--- config.mk ---
export PLATFORM = sky130hd
export DESIGN_NAME = trial_session_ctrl_flat
export DESIGN_NICKNAME = d
export VERILOG_FILES = /design/src/rtl/session_pkg.sv /design/src/rtl/trial_session_ctrl_if.sv /design/src/rtl/session_accum.sv /design/src/rtl/trial_session_ctrl.sv /design/src/flat_wrapper.sv
export SDC_FILE = /design/constraint.sdc
export NUM_CORES = 1
export LEC_CHECK = 0
export CELL_PAD_IN_SITES_DETAIL_PLACEMENT = 2
export CELL_PAD_IN_SITES_GLOBAL_PLACEMENT = 2
export CORE_ASPECT_RATIO = 1.5
export CORE_UTILIZATION = 32
export CTS_BUF_LIST = sky130_fd_sc_hd__clkbuf_4
export DETAILED_ROUTE_END_ITERATION = 8
export GPL_ROUTABILITY_DRIVEN = 0
export PLACE_DENSITY_LB_ADDON = 0.1
export RECOVER_POWER = 100
export SLEW_MARGIN = 20
export SYNTH_ARGS = -nofsm -noshare
export SYNTH_HDL_FRONTEND = slang
export SYNTH_SLANG_ARGS = --single-unit
--- constraint.sdc ---
create_clock -name clk -period 3.2 [get_ports clk]
set_input_delay 0.64 -clock clk [delete_from_list [all_inputs] [get_ports clk]]
set_output_delay 0.64 -clock clk [all_outputs]
set_load 0.005 [all_outputs]
--- src/rtl/session_pkg.sv ---
// Shared state type, default penalty value and score clamp helper for the
// reaction-timer trial session controller.
package session_pkg;

    typedef enum logic [2:0] {
        S_IDLE,
        S_ARM,
        S_RUN,
        S_GAP,
        S_DONE
    } sess_state_t;

    localparam int unsigned DEFAULT_MAX_MS = 1000;

    function automatic int unsigned clamp_ms(input int unsigned ms, input int unsigned max_ms);
        return (ms > max_ms) ? max_ms : ms;
    endfunction

endpackage

--- src/rtl/trial_session_ctrl_if.sv ---
// Handshake between the session controller (master) and the reaction-timer core (slave).
interface trial_session_ctrl_if #(
    parameter int unsigned MS_W = 11
);
    logic            trial_arm;
    logic            trial_done;
    logic [MS_W-1:0] trial_ms;
    logic            trial_early;

    modport master (output trial_arm, input trial_done, trial_ms, trial_early);
    modport slave  (input trial_arm, output trial_done, trial_ms, trial_early);
endinterface

--- src/rtl/session_accum.sv ---
// Session statistics: best time, running sum and early count, with clear/score strobes.
// SESSION_RECORD_EN adds an all-time record that only rst clears.
module session_accum
    import session_pkg::*;
#(
    parameter int unsigned TRIALS_LOG2 = 2,
    parameter int unsigned MS_W        = 11,
    parameter int unsigned MAX_MS      = DEFAULT_MAX_MS
) (
    input  logic                        clk,
    input  logic                        rst,
    input  logic                        clear,
    input  logic                        score,
    input  logic                        score_early,
    input  logic [MS_W-1:0]             score_ms,
    output logic [MS_W-1:0]             best_ms,
    output logic [MS_W+TRIALS_LOG2-1:0] sum_ms,
    output logic [TRIALS_LOG2:0]        early_cnt
`ifdef SESSION_RECORD_EN
    ,
    output logic [MS_W-1:0]             record_ms,
    output logic                        new_record
`endif
);
    localparam int unsigned SUM_W = MS_W + TRIALS_LOG2;
    localparam int unsigned EW    = TRIALS_LOG2 + 1;
    localparam logic [MS_W-1:0] MAX_V = MS_W'(MAX_MS);

    logic [MS_W-1:0] points;

    // Early and timed-out trials carry the full penalty.
    always_comb begin
        points = score_early ? MAX_V : MS_W'(clamp_ms(32'(score_ms), MAX_MS));
    end

    always_ff @(posedge clk) begin
        if (rst || clear) begin
            best_ms   <= MAX_V;
            sum_ms    <= '0;
            early_cnt <= '0;
        end else if (score) begin
            sum_ms <= sum_ms + SUM_W'(points);
            if (score_early) begin
                early_cnt <= early_cnt + EW'(1);
            end else if (points < best_ms) begin
                best_ms <= points;
            end
        end
    end

`ifdef SESSION_RECORD_EN
    always_ff @(posedge clk) begin
        if (rst) begin
            record_ms  <= MAX_V;
            new_record <= 1'b0;
        end else begin
            new_record <= 1'b0;
            if (score && !score_early && (points < record_ms)) begin
                record_ms  <= points;
                new_record <= 1'b1;
            end
        end
    end
`endif

endmodule

--- src/rtl/trial_session_ctrl.sv ---
// Sequences the reaction-timer core through 2**TRIALS_LOG2 trials with watchdog and gap.
// SESSION_RECORD_EN adds record_ms/new_record outputs for an all-time best.
module trial_session_ctrl
    import session_pkg::*;
#(
    parameter int unsigned TRIALS_LOG2 = 2,
    parameter int unsigned MS_W        = 11,
    parameter int unsigned MAX_MS      = DEFAULT_MAX_MS,
    parameter int unsigned GAP_MS      = 1500,
    parameter int unsigned TIMEOUT_MS  = 20000
) (
    input  logic                   clk,
    input  logic                   rst,
    input  logic                   ms_tick,
    input  logic                   start_p,
    input  logic                   clr_p,
    trial_session_ctrl_if.master   core,
    output logic                   busy,
    output logic [TRIALS_LOG2-1:0] trial_idx,
    output logic [MS_W-1:0]        best_ms,
    output logic [MS_W-1:0]        avg_ms,
    output logic [TRIALS_LOG2:0]   early_cnt,
    output logic                   result_valid
`ifdef SESSION_RECORD_EN
    ,
    output logic [MS_W-1:0]        record_ms,
    output logic                   new_record
`endif
);
    localparam int unsigned SUM_W = MS_W + TRIALS_LOG2;
    localparam int unsigned WD_W  = $clog2(TIMEOUT_MS + 1);
    localparam int unsigned GAP_W = $clog2(GAP_MS + 1);
    localparam logic [TRIALS_LOG2-1:0] LAST_IDX = '1;

    sess_state_t      state;
    logic [WD_W-1:0]  wd_cnt;
    logic [GAP_W-1:0] gap_cnt;
    logic [SUM_W-1:0] sum_ms;
    logic             start_ok;
    logic             timeout;
    logic             score;
    logic             score_early;
    logic             clear;
    logic             gap_end;

    always_comb begin
        start_ok    = start_p && ((state == S_IDLE) || (state == S_DONE));
        timeout     = (state == S_RUN) && ms_tick && (wd_cnt == WD_W'(TIMEOUT_MS - 1));
        // A done arriving with the expiring tick is scored normally.
        score       = !clr_p && (state == S_RUN) && (core.trial_done || timeout);
        score_early = !core.trial_done || core.trial_early;
        clear       = clr_p || start_ok;
        gap_end     = (state == S_GAP) && ms_tick && (gap_cnt == GAP_W'(GAP_MS - 1));
    end

    session_accum #(
        .TRIALS_LOG2 (TRIALS_LOG2),
        .MS_W        (MS_W),
        .MAX_MS      (MAX_MS)
    ) u_accum (
        .clk         (clk),
        .rst         (rst),
        .clear       (clear),
        .score       (score),
        .score_early (score_early),
        .score_ms    (core.trial_ms),
        .best_ms     (best_ms),
        .sum_ms      (sum_ms),
        .early_cnt   (early_cnt)
`ifdef SESSION_RECORD_EN
        ,
        .record_ms   (record_ms),
        .new_record  (new_record)
`endif
    );

    always_ff @(posedge clk) begin
        if (rst || clr_p) begin
            state          <= S_IDLE;
            core.trial_arm <= 1'b0;
            busy           <= 1'b0;
            trial_idx      <= '0;
            avg_ms         <= '0;
            result_valid   <= 1'b0;
            wd_cnt         <= '0;
            gap_cnt        <= '0;
        end else begin
            core.trial_arm <= 1'b0;
            case (state)
                S_IDLE, S_DONE: begin
                    if (start_p) begin
                        state          <= S_ARM;
                        core.trial_arm <= 1'b1;
                        busy           <= 1'b1;
                        result_valid   <= 1'b0;
                        trial_idx      <= '0;
                    end
                end
                S_ARM: begin
                    state  <= S_RUN;
                    wd_cnt <= '0;
                end
                S_RUN: begin
                    if (score) begin
                        state   <= S_GAP;
                        gap_cnt <= '0;
                    end else if (ms_tick) begin
                        wd_cnt <= wd_cnt + WD_W'(1);
                    end
                end
                S_GAP: begin
                    if (gap_end) begin
                        if (trial_idx == LAST_IDX) begin
                            state        <= S_DONE;
                            busy         <= 1'b0;
                            result_valid <= 1'b1;
                            avg_ms       <= MS_W'(sum_ms >> TRIALS_LOG2);
                        end else begin
                            state          <= S_ARM;
                            core.trial_arm <= 1'b1;
                            trial_idx      <= trial_idx + TRIALS_LOG2'(1);
                        end
                    end else if (ms_tick) begin
                        gap_cnt <= gap_cnt + GAP_W'(1);
                    end
                end
                default: state <= S_IDLE;
            endcase
        end
    end

endmodule
--- src/flat_wrapper.sv ---
// flat-port wrapper written by rule: the top's interface ports become plain ports
module trial_session_ctrl_flat import session_pkg::*;
#(
    parameter int unsigned TRIALS_LOG2 = 2,
    parameter int unsigned MS_W        = 11,
    parameter int unsigned MAX_MS      = DEFAULT_MAX_MS,
    parameter int unsigned GAP_MS      = 1500,
    parameter int unsigned TIMEOUT_MS  = 20000
)
  (clk, rst, ms_tick, start_p, clr_p, busy, trial_idx, best_ms, avg_ms, early_cnt, result_valid, core_trial_arm, core_trial_done, core_trial_ms, core_trial_early);
  trial_session_ctrl_if #(.MS_W(MS_W)) core_i ();
  input  logic clk;
  input  logic rst;
  input  logic ms_tick;
  input  logic start_p;
  input  logic clr_p;
  output logic busy;
  output logic [TRIALS_LOG2-1:0] trial_idx;
  output logic [MS_W-1:0] best_ms;
  output logic [MS_W-1:0] avg_ms;
  output logic [TRIALS_LOG2:0] early_cnt;
  output logic result_valid;
  output wire logic [$bits(core_i.trial_arm)-1:0] core_trial_arm;
  input wire logic [$bits(core_i.trial_done)-1:0] core_trial_done;
  input wire logic [$bits(core_i.trial_ms)-1:0] core_trial_ms;
  input wire logic [$bits(core_i.trial_early)-1:0] core_trial_early;
  assign core_trial_arm = core_i.trial_arm;
  assign core_i.trial_done = core_trial_done;
  assign core_i.trial_ms = core_trial_ms;
  assign core_i.trial_early = core_trial_early;
  trial_session_ctrl #(.TRIALS_LOG2(TRIALS_LOG2), .MS_W(MS_W), .MAX_MS(MAX_MS), .GAP_MS(GAP_MS), .TIMEOUT_MS(TIMEOUT_MS)) u_core (.clk(clk), .rst(rst), .ms_tick(ms_tick), .start_p(start_p), .clr_p(clr_p), .core(core_i), .busy(busy), .trial_idx(trial_idx), .best_ms(best_ms), .avg_ms(avg_ms), .early_cnt(early_cnt), .result_valid(result_valid));
endmodule
# ---- Yosys cells after proc, flatten, opt, wreduce, memory -nomap -nowiden
# Cells that the tools add are included.
dict set report classes {
  add_sub_neg 5
  multipliers 0
  div_mod_pow 0
  n_lt_le_gt_ge 2
  n_eq_ne 16
  n_shift 0
  muxes 30
  n_bitwise 1
  reduce_logical 28
}
# cell n
set op_table {}
lappend op_table {{$mux 11} 5}
lappend op_table {{$mux 15} 2}
lappend op_table {{$pmux 15 s2} 1}
lappend op_table {{$pmux 11 s2} 1}
lappend op_table {{$add 15x1->15 const B} 1}
lappend op_table {{$eq 15x15->1 const B} 1}
lappend op_table {{$ne 2x2->1 const B} 7}
lappend op_table {{$add 13x11->13} 1}
lappend op_table {{$mux 3} 4}
lappend op_table {{$pmux 3 s4} 1}
lappend op_table {{$reduce_and 3->1} 4}
lappend op_table {{$reduce_and 4->1} 3}
lappend op_table {{$add 11x1->11 const B} 1}
lappend op_table {{$eq 11x11->1 const B} 1}
lappend op_table {{$gt 11x10->1 const B} 1}
lappend op_table {{$lt 11x11->1} 1}
lappend op_table {{$mux 1} 9}
lappend op_table {{$logic_and 1x1->1} 7}
lappend op_table {{$eq 3x2->1 const B} 2}
lappend op_table {{$logic_or 1x1->1} 6}
lappend op_table {{$mux 2} 3}
lappend op_table {{$pmux 1 s2} 3}
lappend op_table {{$reduce_bool 2->1} 3}
lappend op_table {{$ne 2x1->1 const B} 2}
lappend op_table {{other kinds (11)} 12}
dict set report totals {
  reg_bits 72
  latchBits 0
  mem_bits_rw 0
  romBits 0
  inputBits 18
  output_inout_bits 30
  elab_cells 93
  mem_count 0
}

# ---- Logic depth before layout (Yosys ltp)
dict set report logic_depth {
  ltp_word 7
  mapped_depth 12
  ltp_nobuf 11
}

# ---- Cells and area by module
# A second synthesis with hierarchy kept.
dict set report unflattened {
  cells_unflattened 501
  area_unflattened_um2 4354.2
}
# mod n_inst cells_per_inst area_each_um2 seq_area_each_um2
set by_module_without_submodules {}
lappend by_module_without_submodules {trial_session_ctrl 1 260 2348.5 900.9}
lappend by_module_without_submodules {session_accum 1 241 2005.7 540.5}

# ---- Least setup slack after synthesis
# No wires, ideal clock.
dict set report synth_path {
  path_type {in2reg}
  from {input port core_trial_ms[10]}
  to {register u_core.u_accum.sum_ms[9]}
  setup_time_ps 124
  arrival_ps 2928
  t_required_ps 3076
  path_slack_ps 147
  stages 11
  path_buffers 0
  path_cell_list {nor3b_1 -> o31a_1 -> nand2_1 -> inv_1 -> ha_1 -> a211oi_1 -> o21bai_1 -> o311ai_0 -> a2111oi_0 -> a31oi_1 -> o21ai_0}
}
dict set report synth_between {
  elab_chain_cells 4
}
# item line_no
set synth_rtl {}
lappend synth_rtl {{start: declaration} flat_wrapper.sv:25} ;# input wire logic [$bits(core_i.trial_ms)-1:0] core_trial_ms;
lappend synth_rtl {{$gt 11x10->1} session_pkg.sv:16} ;# return (ms > max_ms) ? max_ms : ms;
lappend synth_rtl {{$mux 11} session_pkg.sv:16}
lappend synth_rtl {{$mux 11} session_accum.sv:33} ;# points = score_early ? MAX_V : MS_W'(clamp_ms(32'(score_ms), MAX_MS));
lappend synth_rtl {{net u_core.u_accum.points[1]} session_accum.sv:29} ;# logic [MS_W-1:0] points;
lappend synth_rtl {{$add 13x11->13} session_accum.sv:42} ;# sum_ms <= sum_ms + SUM_W'(points);
lappend synth_rtl {{end signal: assignment} session_accum.sv:42}
lappend synth_rtl {{end: declaration} session_accum.sv:17} ;# output logic [MS_W+TRIALS_LOG2-1:0] sum_ms,
# The timed path passes the listed nets, and every way through them passes these cells.
# A chain may end at the register's enable or synchronous reset.

# ---- Worst setup path in the final report
dict set report layout_path {
  from {input port core_trial_done}
  to {register u_core.u_accum.sum_ms[9]}
}
dict set report layout_between {
  elab_chain_cells 4
  word_cells_on_any_way 6
  cone_classes {1 x add/sub; 1 x mux; 4 x reduce/logical}
}
# item line_no
set layout_rtl {}
lappend layout_rtl {{start: declaration} flat_wrapper.sv:24} ;# input wire logic [$bits(core_i.trial_done)-1:0] core_trial_done;
lappend layout_rtl {{$logic_not 1->1} trial_session_ctrl.sv:51} ;# score_early = !core.trial_done || core.trial_early;
lappend layout_rtl {{$logic_or 1x1->1} trial_session_ctrl.sv:51}
lappend layout_rtl {{$mux 11} session_accum.sv:33}
lappend layout_rtl {{net u_core.u_accum.points[1]} session_accum.sv:29}
lappend layout_rtl {{$add 13x11->13} session_accum.sv:42}
# The timed path passes the listed nets, and every way through them passes these cells.

==> reports/qor.yml <==
routing:
  post-route-drc-count: 2
  vias_per_cell: 5.17
  routed-via-count: 3611
  drt_iter0_drc: 70
  wl_per_cell_um: 17.1
  drt-total-wl_mm: 12.0
  drtPass1Iterations: 6
  ant_nets: 0
status:
  status: "finished with violations"
  violations: "DRC"
cts:
  clockBufferDepth: 2
  cts.sinks: 72
  worstSkewPairLatency_ns: 0.44
  path_clk_slew_ns: 0.12
  htree_num_levels: 3
  cts_tree: "done"
  numCtsBuffers: 9
  cts-root-buf: "clkbuf_4"
sta:
  rsz0062_at_grt: "no"
  min_period_ns: 3.08
  hold_viol_final: 0
  relSlewSlack_pct: 27.1
  max_slew.worst_pin.slew_ns: 1.09
  finalSetupViolCount: 0
  fin_skew_ns: 0.00867
  timing.hold.ws_ns: 0.480
  period_share_pct: 96.2
  setup_ws_ns: 0.120
  finalMaxSlewViolations: 0
  fmax_ghz: 0.325
yosys:
  ys_ff_latch: 72
  synth_cell_types: 64
  ys.flop_type: "dfxtp_1"
  synth_cells: 444
  ys_seq_area_share_pct: 37.0
  yosys_warnings: 0
  synth_edf_count: 0
  avgSynthCellArea_sq_um: 8.78
  synth.cell_area_sq_um: 3900
  async_flop_share_pct: 0
final_layout:
  antenna_cells: 0
  fin_nets: 585
  drive_above_1_share_pct: 15.0
  fin_cells: 699
  fill_cells: 1373
  area_growth_pct: 29.3
power:
  ir_worst_vdd_v: 0.000201
  seqPwrFrac_pct: 50.7
  power_leakage_nw: 1.97
  power_switching_mw: 0.431
  p_per_area_nw_per_um2: 353
  pwr-share-clk_pct: 41.9
  swShare_pct: 24.3
  power_mw: 1.78
  p_comb_share_pct: 7.4
  internal_power_mw: 1.35
hold_path:
  worst_hold_path_type: "reg -> reg"
global_route:
  grt_max_degree: 20
  overflow: 0
  grt_usage_pct: 20.1
  grt_pass1_wl_mm: 19.5
  grt_pass1_vias: 3906
  antenna_found_initial: 0
worst_setup_path:
  worstPathMaxFanout: 7
  arrival_ns: 3.41
  critPathLaunchType: "input pin"
  cp-end-kind: "register"
  critPathKind: "in -> reg"
  crit_required_ns: 3.53
die:
  start_util_pct: 32.6
  core_region_area_sq_um: 12000
  die_area_sq_um: 12600
  ios: 48
  rows: 49
  die_w_um: 92.1
  die_h_um: 137
placement:
  hpwlAfterDp_mm: 9.27
  io_buffers: 47
  dp.cells: 681
  place_ws_ns: -0.553
run:
  cap_violations: 0
==> power groups by stage <==
stage               registers, mW  logic [mW]  clock network, mW
floorplan                   0.921      0.0618                  0
global placement            0.921       0.129                  0
detailed placement          0.921       0.133                  0
CTS                         0.901       0.135              0.768
global route                0.902       0.144              0.807
finish                      0.901       0.131              0.745
==> worst paths after layout <==
kind / startpoint / endpoint / slack, ns / cells after the start
worst min-delay path: u_core.result_valid$_SDFFE_PP0P_ / u_core.result_valid$_SDFFE_PP0P_ / 0.48 / 2
worst max-delay path: core_trial_done / u_core.u_accum.sum_ms[9]$_SDFFE_PP0P_ / 0.12 / 14
worst max register to register: u_core.wd_cnt[0]$_SDFFE_PP0P_ / u_core.wd_cnt[6]$_SDFFE_PP0P_ / 0.44 / 8
worst min register to register: u_core.result_valid$_SDFFE_PP0P_ / u_core.result_valid$_SDFFE_PP0P_ / 0.48 / 2
==> state kept, by name, indices dropped and copies added, names as in the netlist <==
register and flops:
u_core.result_valid 1, u_core.u_accum.sum_ms 13, u_core.trial_idx 2, u_core.u_accum.early_cnt 3
u_core.core.trial_arm 1, u_core.wd_cnt 15, u_core.gap_cnt 11, u_core.busy 1
u_core.u_accum.best_ms 11, u_core.state 3, u_core.avg_ms 11
==> placed cells by master (no fill, tap or decap), drive strengths merged, types with 5 or more instances in the layout <==
master and n:
or2b 5, xnor2 16, a31oi 11, dlygate4sd3 31, clkbuf 19, nor3 19
nor3b 6, clkdlybuf4s50 16, inv 17, ha 25, and3 8, nor2b 6
mux2i 18, nand3 10, a21oi 20, o21ai 13, xor2 13, a21o 5
nand2 31, nand2b 8, nand4 5, dfxtp 72, buf 41, a211oi 5
nor2 66
==> per-stage QoR <==
| stage | setup TNS [ns] | cell area (sq um) | util [%] |
|---|---|---|---|
| 2_1_floorplan | 0 | 3900 | - |
| 5_1_grt | 0 | 5040 | 42.2 |
| 6_report | 0 | 5040 | 42.2 |
| 3_5_place_dp | -6.11 | 4860 | 40.6 |
| 4_1_cts | 0 | 5050 | 42.2 |
| 3_3_place_gp | -3.87 | 4860 | 40.6 |
==> synth_stat cells (all sizes together) (2+ instances only) <==
master | n | area [sq um]
dfxtp | 72 | 1440
nor2 | 66 | 258
nand2 | 31 | 116
ha | 25 | 313
a21oi | 20 | 100
nor3 | 19 | 95.1
mux2i | 18 | 180
inv | 17 | 63.8
xnor2 | 16 | 140
o21ai | 13 | 65.1
xor2 | 13 | 114
a31oi | 11 | 75.1
nand3 | 10 | 55.1
and3 | 8 | 50.1
nand2b | 8 | 52.6
buf | 7 | 48.8
clkbuf | 6 | 22.5
nor2b | 6 | 37.5
nor3b | 6 | 61.3
a211oi | 5 | 37.5
a21o | 5 | 38.8
nand4 | 5 | 31.3
or2b | 5 | 37.5
and2 | 4 | 26.3
nor4 | 4 | 25.0
o2111ai | 4 | 41.3
o22ai | 4 | 25.0
or2 | 4 | 25.0
nor4b | 3 | 41.3
o31ai | 3 | 27.5
a2111oi | 2 | 17.5
and4 | 2 | 17.5
and4b | 2 | 20.0
nand3b | 2 | 15.0
o21a | 2 | 15.0
o311a | 2 | 20.0
or3 | 2 | 12.5
==> timing repair <==
item	in CTS	in global routing
pin swaps	1	1
gates resized for setup	2	11
hold buffers	0	0
setup buffers	1	1
setup endpoints to repair	2	18
==> logic make-up (layout without fill, tap and decap cells) <==
kind of cell / after synthesis / count (layout) / synth area share, %
adders and majority gates: 26 / 26 / 8.54
muxes: 18 / 18 / 4.62
and+or+nand+nor: 188 / 188 / 25.3
DFF: 72 / 72 / 37.0
AOI/OAI and AO/OA: 80 / 80 / 14.5
buffers and inverters: 30 / 131 / 3.47
other: 1 / 2 / 0.0962
xor gates and xnor gates: 29 / 29 / 6.52
==> area by class of cell <==
class | instances | area, sq um | share of cell area (%)
clock buffer | 9 | 67.6 | 1.34
clock inverter | 7 | 110 | 2.18
inverter | 17 | 63.8 | 1.27
multi-input combinational | 343 | 2340 | 46.4
tap | 153 | 191 | 3.80
sequential | 72 | 1440 | 28.6
timing repair buffer | 98 | 825 | 16.4
==> layer usage <==
metal  track usage (%)  vias up  share of wire [%]
met3              3.33       18                2.2
met1              20.1     1773                 39
met5                 0        -                  0
li1                  -     1770                  -
met4              6.34        0                1.8
met2              41.3       50                 57
==> worst max-delay path: stages <==
cell and delay, ns:
clkdlybuf4s50_1 0.47, nor3b_1 0.19, buf_4 0.20, o31a_1 0.19, nand2_1 0.09, inv_1 0.11, ha_1 0.27, a211oi_2 0.26
o21bai_1 0.14, o311ai_2 0.25, clkbuf_4 0.22, a2111oi_0 0.09, a31oi_1 0.18, o21ai_0 0.10
No activity file was read; power rests on OpenSTA's default activity.
